`config.mk`:
```
export PLATFORM = sky130hd
export DESIGN_NAME = simplex8_control
export DESIGN_NICKNAME = d
export VERILOG_FILES = /design/src/rtl/simplex8_pkg.sv /design/src/rtl/simplex8_decode.sv /design/src/rtl/simplex8_control.sv
export SDC_FILE = /design/constraint.sdc
export NUM_CORES = 1
export LEC_CHECK = 0
export BUFFER_PORTS_ARGS = -buffer_cell sky130_fd_sc_hd__buf_4
export CAP_MARGIN = 20
export CORE_UTILIZATION = 48
export CTS_CLUSTER_DIAMETER = 40
export CTS_CLUSTER_SIZE = 20
export DETAILED_ROUTE_END_ITERATION = 8
export PLACE_DENSITY = 0.85
export SYNTH_ARGS = -nofsm -noshare
export SYNTH_HDL_FRONTEND = slang
export SYNTH_HIERARCHICAL = 1
export SYNTH_SLANG_ARGS = --single-unit
```
`constraint.sdc`:
```
create_clock -name CLK -period 2.6 [get_ports CLK]
set_input_delay 0.13 -clock CLK [delete_from_list [all_inputs] [get_ports CLK]]
set_output_delay 0.13 -clock CLK [all_outputs]
set_load 0.01 [all_outputs]
```
`src/rtl/simplex8_pkg.sv`:
```
// simplex8_pkg: definitions shared by the simplex8 sequencer and ALU.
//   - opcode constants (IR[7:4])
//   - sequencer FSM state encoding
//   - ACC_SRC mux codes
//   - FLAGS bit indices (same byte the ALU produces)
//   - ctrl_t: the control vector driven toward the ALU / register file
package simplex8_pkg;

   localparam logic [3:0] OP_NOP  = 4'h0;
   localparam logic [3:0] OP_ADD  = 4'h1;
   localparam logic [3:0] OP_SUB  = 4'h2;
   localparam logic [3:0] OP_SHR  = 4'h3;
   localparam logic [3:0] OP_OR   = 4'h4;
   localparam logic [3:0] OP_AND  = 4'h5;
   localparam logic [3:0] OP_LDA  = 4'h6;
   localparam logic [3:0] OP_STA  = 4'h7;
   localparam logic [3:0] OP_LDI  = 4'h8;
   localparam logic [3:0] OP_CMP  = 4'h9;
   localparam logic [3:0] OP_BRF  = 4'hA;
   localparam logic [3:0] OP_BRNF = 4'hB;
   localparam logic [3:0] OP_HALT = 4'hC;

   typedef enum logic [2:0] {
      ST_FETCH  = 3'd0,
      ST_DECODE = 3'd1,
      ST_EXEC   = 3'd2,
      ST_WB     = 3'd3,
      ST_TFETCH = 3'd4,
      ST_TARGET = 3'd5,
      ST_HALT   = 3'd6
   } state_t;

   localparam logic [1:0] SRC_ALU = 2'd0;
   localparam logic [1:0] SRC_REG = 2'd1;
   localparam logic [1:0] SRC_IMM = 2'd2;

   localparam int FLAG_ONE   = 0;
   localparam int FLAG_EQ    = 1;
   localparam int FLAG_LT    = 2;
   localparam int FLAG_GT    = 3;
   localparam int FLAG_CARRY = 4;
   localparam int FLAG_ANY   = 6;

   typedef struct packed {
      logic       add;
      logic       sub;
      logic       shift;
      logic       op_or;
      logic       op_and;
      logic       set_flags;
      logic       reg_we;
      logic       acc_we;
      logic [1:0] acc_src;
      logic       halted;
   } ctrl_t;

   // Opcodes that go through the two-cycle EXEC/WB ALU path.
   function automatic logic is_alu_op(input logic [3:0] op);
      return (op == OP_ADD) || (op == OP_SUB) || (op == OP_SHR) ||
             (op == OP_OR)  || (op == OP_AND);
   endfunction

endpackage

```
`src/rtl/simplex8_decode.sv`:
```
// simplex8_decode: combinational decode of (FSM state, IR opcode) into the
// control vector. Pure Moore decode: no INSTR/FLAGS inputs reach here.
//   state   in  current sequencer state
//   op      in  IR[7:4]
//   ctrl    out strobes, SET_FLAGS, REG_WE, ACC_WE, ACC_SRC, HALTED
//   opnd_en out REG_SEL is meaningful (EXEC and WB)
//   imm_en  out IMM is meaningful (EXEC)
import simplex8_pkg::*;

module simplex8_decode (
   input  state_t     state,
   input  logic [3:0] op,
   output ctrl_t      ctrl,
   output logic       opnd_en,
   output logic       imm_en
);

   // The same one-hot strobe is asserted in EXEC and held through WB so the
   // ALU result stays stable while the accumulator captures it.
   function automatic ctrl_t with_strobe(input ctrl_t c, input logic [3:0] o);
      ctrl_t r;
      r = c;
      case (o)
         OP_ADD:  r.add    = 1'b1;
         OP_SUB:  r.sub    = 1'b1;
         OP_SHR:  r.shift  = 1'b1;
         OP_OR:   r.op_or  = 1'b1;
         OP_AND:  r.op_and = 1'b1;
         default: ;
      endcase
      return r;
   endfunction

   always_comb begin
      ctrl    = '0;
      opnd_en = 1'b0;
      imm_en  = 1'b0;
      case (state)
         ST_EXEC: begin
            opnd_en = 1'b1;
            imm_en  = 1'b1;
            if (is_alu_op(op)) begin
               ctrl           = with_strobe(ctrl, op);
               ctrl.set_flags = 1'b1;
            end else begin
               case (op)
                  OP_CMP: ctrl.set_flags = 1'b1;
                  OP_LDA: begin
                     ctrl.acc_we  = 1'b1;
                     ctrl.acc_src = SRC_REG;
                  end
                  OP_LDI: begin
                     ctrl.acc_we  = 1'b1;
                     ctrl.acc_src = SRC_IMM;
                  end
                  OP_STA: ctrl.reg_we = 1'b1;
                  default: ;
               endcase
            end
         end
         ST_WB: begin
            opnd_en      = 1'b1;
            ctrl         = with_strobe(ctrl, op);
            ctrl.acc_we  = 1'b1;
            ctrl.acc_src = SRC_ALU;
         end
         ST_HALT: ctrl.halted = 1'b1;
         default: ;
      endcase
   end

endmodule

```
`src/rtl/simplex8_control.sv`:
```
// simplex8_control: fetch/decode/execute sequencer for the simplex8 core.
// Holds PC, IR and the FSM; control outputs are decoded from registered
// state only.
//   CLK, RST_N        clock, asynchronous active-low reset
//   PC_ADDR           program memory address (INSTR returns one cycle later)
//   INSTR             instruction / branch target byte
//   FLAGS             ALU flag byte, sampled in TARGET
//   ADD..AND          one-hot ALU op strobes
//   SET_FLAGS         ALU flag-update enable
//   REG_SEL           register index (ALU operand / store target)
//   REG_WE, ACC_WE    register file / accumulator write enables
//   ACC_SRC           accumulator source: ALU, register, immediate
//   IMM               zero-extended 4-bit immediate
//   HALTED            high in HALT
//   dbg_state         current FSM state, for observation
import simplex8_pkg::*;

module simplex8_control #(
   parameter int PC_W      = 8,
   parameter int REG_IDX_W = 4
) (
   input  logic                 CLK,
   input  logic                 RST_N,
   output logic [PC_W-1:0]      PC_ADDR,
   input  logic [7:0]           INSTR,
   input  logic [7:0]           FLAGS,
   output logic                 ADD,
   output logic                 SUB,
   output logic                 SHIFT,
   output logic                 OR,
   output logic                 AND,
   output logic                 SET_FLAGS,
   output logic [REG_IDX_W-1:0] REG_SEL,
   output logic                 REG_WE,
   output logic                 ACC_WE,
   output logic [1:0]           ACC_SRC,
   output logic [7:0]           IMM,
   output logic                 HALTED,
   output state_t               dbg_state
);

   state_t          state, state_n;
   logic [PC_W-1:0] pc;
   logic [7:0]      ir;
   logic            taken;
   ctrl_t           ctrl;
   logic            opnd_en, imm_en;

   // BRNF inverts the sense of the selected flag bit.
   assign taken = FLAGS[ir[2:0]] ^ (ir[7:4] == OP_BRNF);

   always_ff @(posedge CLK or negedge RST_N) begin
      if (!RST_N) begin
         state <= ST_FETCH;
         pc    <= '0;
         ir    <= '0;
      end else begin
         state <= state_n;
         case (state)
            ST_DECODE: begin
               ir <= INSTR;
               pc <= pc + PC_W'(1);
            end
            // Not taken skips over the target byte.
            ST_TARGET: pc <= taken ? PC_W'(INSTR) : pc + PC_W'(1);
            default: ;
         endcase
      end
   end

   // INSTR steers the next state in DECODE only; it never reaches outputs.
   always_comb begin
      state_n = state;
      case (state)
         ST_FETCH:  state_n = ST_DECODE;
         ST_DECODE: begin
            case (INSTR[7:4])
               OP_ADD, OP_SUB, OP_SHR, OP_OR, OP_AND,
               OP_LDA, OP_STA, OP_LDI, OP_CMP: state_n = ST_EXEC;
               OP_BRF, OP_BRNF:                state_n = ST_TFETCH;
               OP_HALT:                        state_n = ST_HALT;
               default:                        state_n = ST_FETCH;
            endcase
         end
         ST_EXEC:   state_n = is_alu_op(ir[7:4]) ? ST_WB : ST_FETCH;
         ST_WB:     state_n = ST_FETCH;
         ST_TFETCH: state_n = ST_TARGET;
         ST_TARGET: state_n = ST_FETCH;
         ST_HALT:   state_n = ST_HALT;
         default:   state_n = ST_FETCH;
      endcase
   end

   simplex8_decode u_decode (
      .state   (state),
      .op      (ir[7:4]),
      .ctrl    (ctrl),
      .opnd_en (opnd_en),
      .imm_en  (imm_en)
   );

   assign PC_ADDR   = pc;
   assign ADD       = ctrl.add;
   assign SUB       = ctrl.sub;
   assign SHIFT     = ctrl.shift;
   assign OR        = ctrl.op_or;
   assign AND       = ctrl.op_and;
   assign SET_FLAGS = ctrl.set_flags;
   assign REG_WE    = ctrl.reg_we;
   assign ACC_WE    = ctrl.acc_we;
   assign ACC_SRC   = ctrl.acc_src;
   assign HALTED    = ctrl.halted;
   assign REG_SEL   = opnd_en ? REG_IDX_W'(ir[3:0]) : '0;
   assign IMM       = imm_en ? {4'b0000, ir[3:0]} : 8'h00;
   assign dbg_state = state;

endmodule
```
==> flow_summary.json <==
{
  "crit_required_ps": 2790,
  "grt_use_total_pct": 22.0,
  "yosysTopAreaCellShare_pct": 36.0,
  "num_rows": 18,
  "grt_pass1_wl_mm": 4.71,
  "synth_cell_types": 36,
  "clock-sinks": 19,
  "drv_cap": 0,
  "cts.clk_slew.worst_paths_ps": 130,
  "viasPerCell": 5.48,
  "wl_per_cell_microns": 13.6,
  "critPathLaunchType": "register",
  "synth-async-reset-ratio_pct": 100,
  "finish.utilization_pct": 67.2,
  "fin_tns_setup_ps": 0,
  "syn_area_per_cell_sq_um": 9.44,
  "yosysWarnings": 6,
  "gp_congestion": 0.818,
  "setup_viol": 0,
  "status": "finished, final reports clean",
  "peakVddDrop_uv": 392,
  "ant_nets": 0,
  "synth.most_common_cell": "dfrtp_1",
  "slew_headroom_pct": 54.8,
  "dp_cells": 214,
  "sw_frac_of_total_pct": 24.8,
  "post-place-ws_ps": 620,
  "vias": 1201,
  "fin_worst_skew_ps": 21.4,
  "yosys-top-cells-area": "dfrtp_1 36%, mux2i_1 9.1%, mux2_2 6.0%, a22oi_2 4.7%, o21ai_0 3.4%",
  "syn_inst": 140,
  "dr.pass1.iters": 4,
  "synth_flop_cell": "dfrtp_1",
  "routed_wl_mm": 2.98,
  "cp-end-kind": "register",
  "seq_power_share_pct": 58.2,
  "ctsHtreeMaxLevel": 1,
  "port_buffers": 47,
  "p_clk_share_pct": 31.3,
  "antenna_found_initial": 0,
  "setup_ws_ps": 589,
  "worst_slew_pin_slew_ps": 676,
  "powerDensity_nw_per_um2": 297,
  "hold_viol": 0,
  "drtIter0Drc": 9,
  "cts_tree": "yes",
  "root_buffer": "clkbuf_4",
  "synth_commonest_cells": "19 x dfrtp_1, 12 x mux2i_1, 11 x nand2_1, 11 x nor2_1, 9 x o21ai_0",
  "grt_pass1_vias": 1086,
  "hpwlAfterDp_mm": 2.28,
  "holdWs_ps": 49.8,
  "die_x_microns": 54.5,
  "ys_seq_area_share_pct": 36.0,
  "worstPathArrival_ps": 2200,
  "core_area_sq_um": 2540,
  "fin_nets": 209,
  "dieArea_sq_um": 2970,
  "drv_slew": 0,
  "grt_max_degree": 20,
  "final.min_clock_period_ps": 2010,
  "synth_seq_cells": 19,
  "crit_fanout": 15,
  "synthToLayoutAreaGrowth_pct": 29.4,
  "die_height_microns": 54.5,
  "hp-class": "in -> reg",
  "worst_skew_pair.late_latency_ps": 320,
  "switchingPower_w": 0.000126,
  "syn_area_sq_um": 1320,
  "num_antenna_cells": 0,
  "initial_utilization_pct": 51.9,
  "ios": 52,
  "fin_crit_sh_pct": 77.3,
  "clockBufferDepth": 2,
  "grt_overflow": 0,
  "fin_cells": 219,
  "cts_made_buffers": 3,
  "p_int_w": 0.000382,
  "p_leak_nw": 0.823,
  "synth_edf_count": 0,
  "yosysTopAreaCell": "dfrtp_1",
  "combPwrFrac_pct": 10.5,
  "route.detailed.drc": 0,
  "critPathKind": "reg -> reg",
  "clock.fmax_mhz": 497,
  "drive_gt1_share_pct": 37.0,
  "rsz0062_at_grt": "no"
}
[worst paths after layout]
| kind | from | end | slack [ps] | depth (start not counted) |
|---|---|---|---|---|
| worst max-delay path | ir[0] | PC_ADDR[7] | 590 | 6 |
| worst min-delay path | INSTR[0] | ir[0] | 50 | 2 |
| worst max register to register | ir[0] | PC_ADDR[7] | 590 | 6 |
| worst min register to register | ir[3] | ir[3] | 540 | 1 |
| max in group asynchronous | RST_N | dbg_state[0] | 2160 | 2 |
| min in group asynchronous | RST_N | PC_ADDR[3] | 200 | 2 |
[power by group through the flow]
stage / logic (W) / clock network [W] / registers [W]
3_3_place_gp: 0.0000505 / 0 / 0.000301
4_1_cts: 0.0000536 / 0.000163 / 0.000295
6_report: 0.0000533 / 0.000159 / 0.000295
5_1_grt: 0.0000583 / 0.000177 / 0.000296
2_1_floorplan: 0.0000245 / 0 / 0.000301
3_5_place_dp: 0.0000524 / 0 / 0.000301
[registers in the layout, summed over array words and instances (netlist names)]
signal and flops:
dbg_state 3, PC_ADDR 8, ir 8
[worst max-delay path, cell delays in order (launching register included)]
cell and delay (ps):
dfrtp_1 490, mux2i_1 160, mux4_2 490, mux2i_2 170, buf_4 240, mux2i_1 250, a22oi_2 70
[layer usage]
layer  vias to the layer above  global-route usage, %  wire length, microns
met5                         -                      0                     0
met4                         0                   4.27                     0
met3                         0                   6.11                    94
met2                        29                   37.8                  1570
met1                       585                   27.5                  1310
li1                        587                      -                     -
[what timing repair did]
item	CTS	global route
hold buffers	1	0
setup buffers	0	0
resized for setup	0	0
hold endpoints to repair	19	0
[layout by cell type, fill, tap and decap left out, types with 2 or more instances in the layout]
master    netlist  routed
a21oi_1         3       3
a22oi_2         5       5
and2_1          7       7
and2_2          2       2
and3_1          5       5
buf_4           4      49
clkbuf_4        0       3
conb_1          1       4
dfrtp_1        19      19
inv_1           8       8
mux2_2          7       7
mux2i_1        12      12
nand2_1        11      11
nand2b_1        4       4
nand3_1         2       2
nand4_1         2       2
nor2_1         11      11
nor2b_1         4       4
nor3_1          4       4
nor4b_1         2       2
o21ai_0         9       9
[final cells by class]
type	instances	area (sq um)
clock buffers	3	22.5
clock inverters	1	7.51
fillers	219	836
inverters	8	30.0
multi-input cells	108	758
flip-flops and latches	19	475
well taps	30	37.5
repair buffers	50	378
[logic make-up after synthesis]
| group | count (synthesis) | share of synthesized area, % |
|---|---|---|
| compound gates | 25 | 14.1 |
| fa+ha+maj | 1 | 0.947 |
| buf+inv | 16 | 7.48 |
| flops | 19 | 36.0 |
| mux | 21 | 17.8 |
| other cells | 1 | 0.284 |
| simple gates | 57 | 23.4 |
[stage by stage]
step,area [sq um],total power (W)
2_1_floorplan,1330,0.000326
3_5_place_dp,1670,0.000353
3_3_place_gp,1670,0.000352
4_1_cts,1710,0.000512
6_report,1710,0.000508
5_1_grt,1710,0.000531
(Power assumes the default switching activity.)
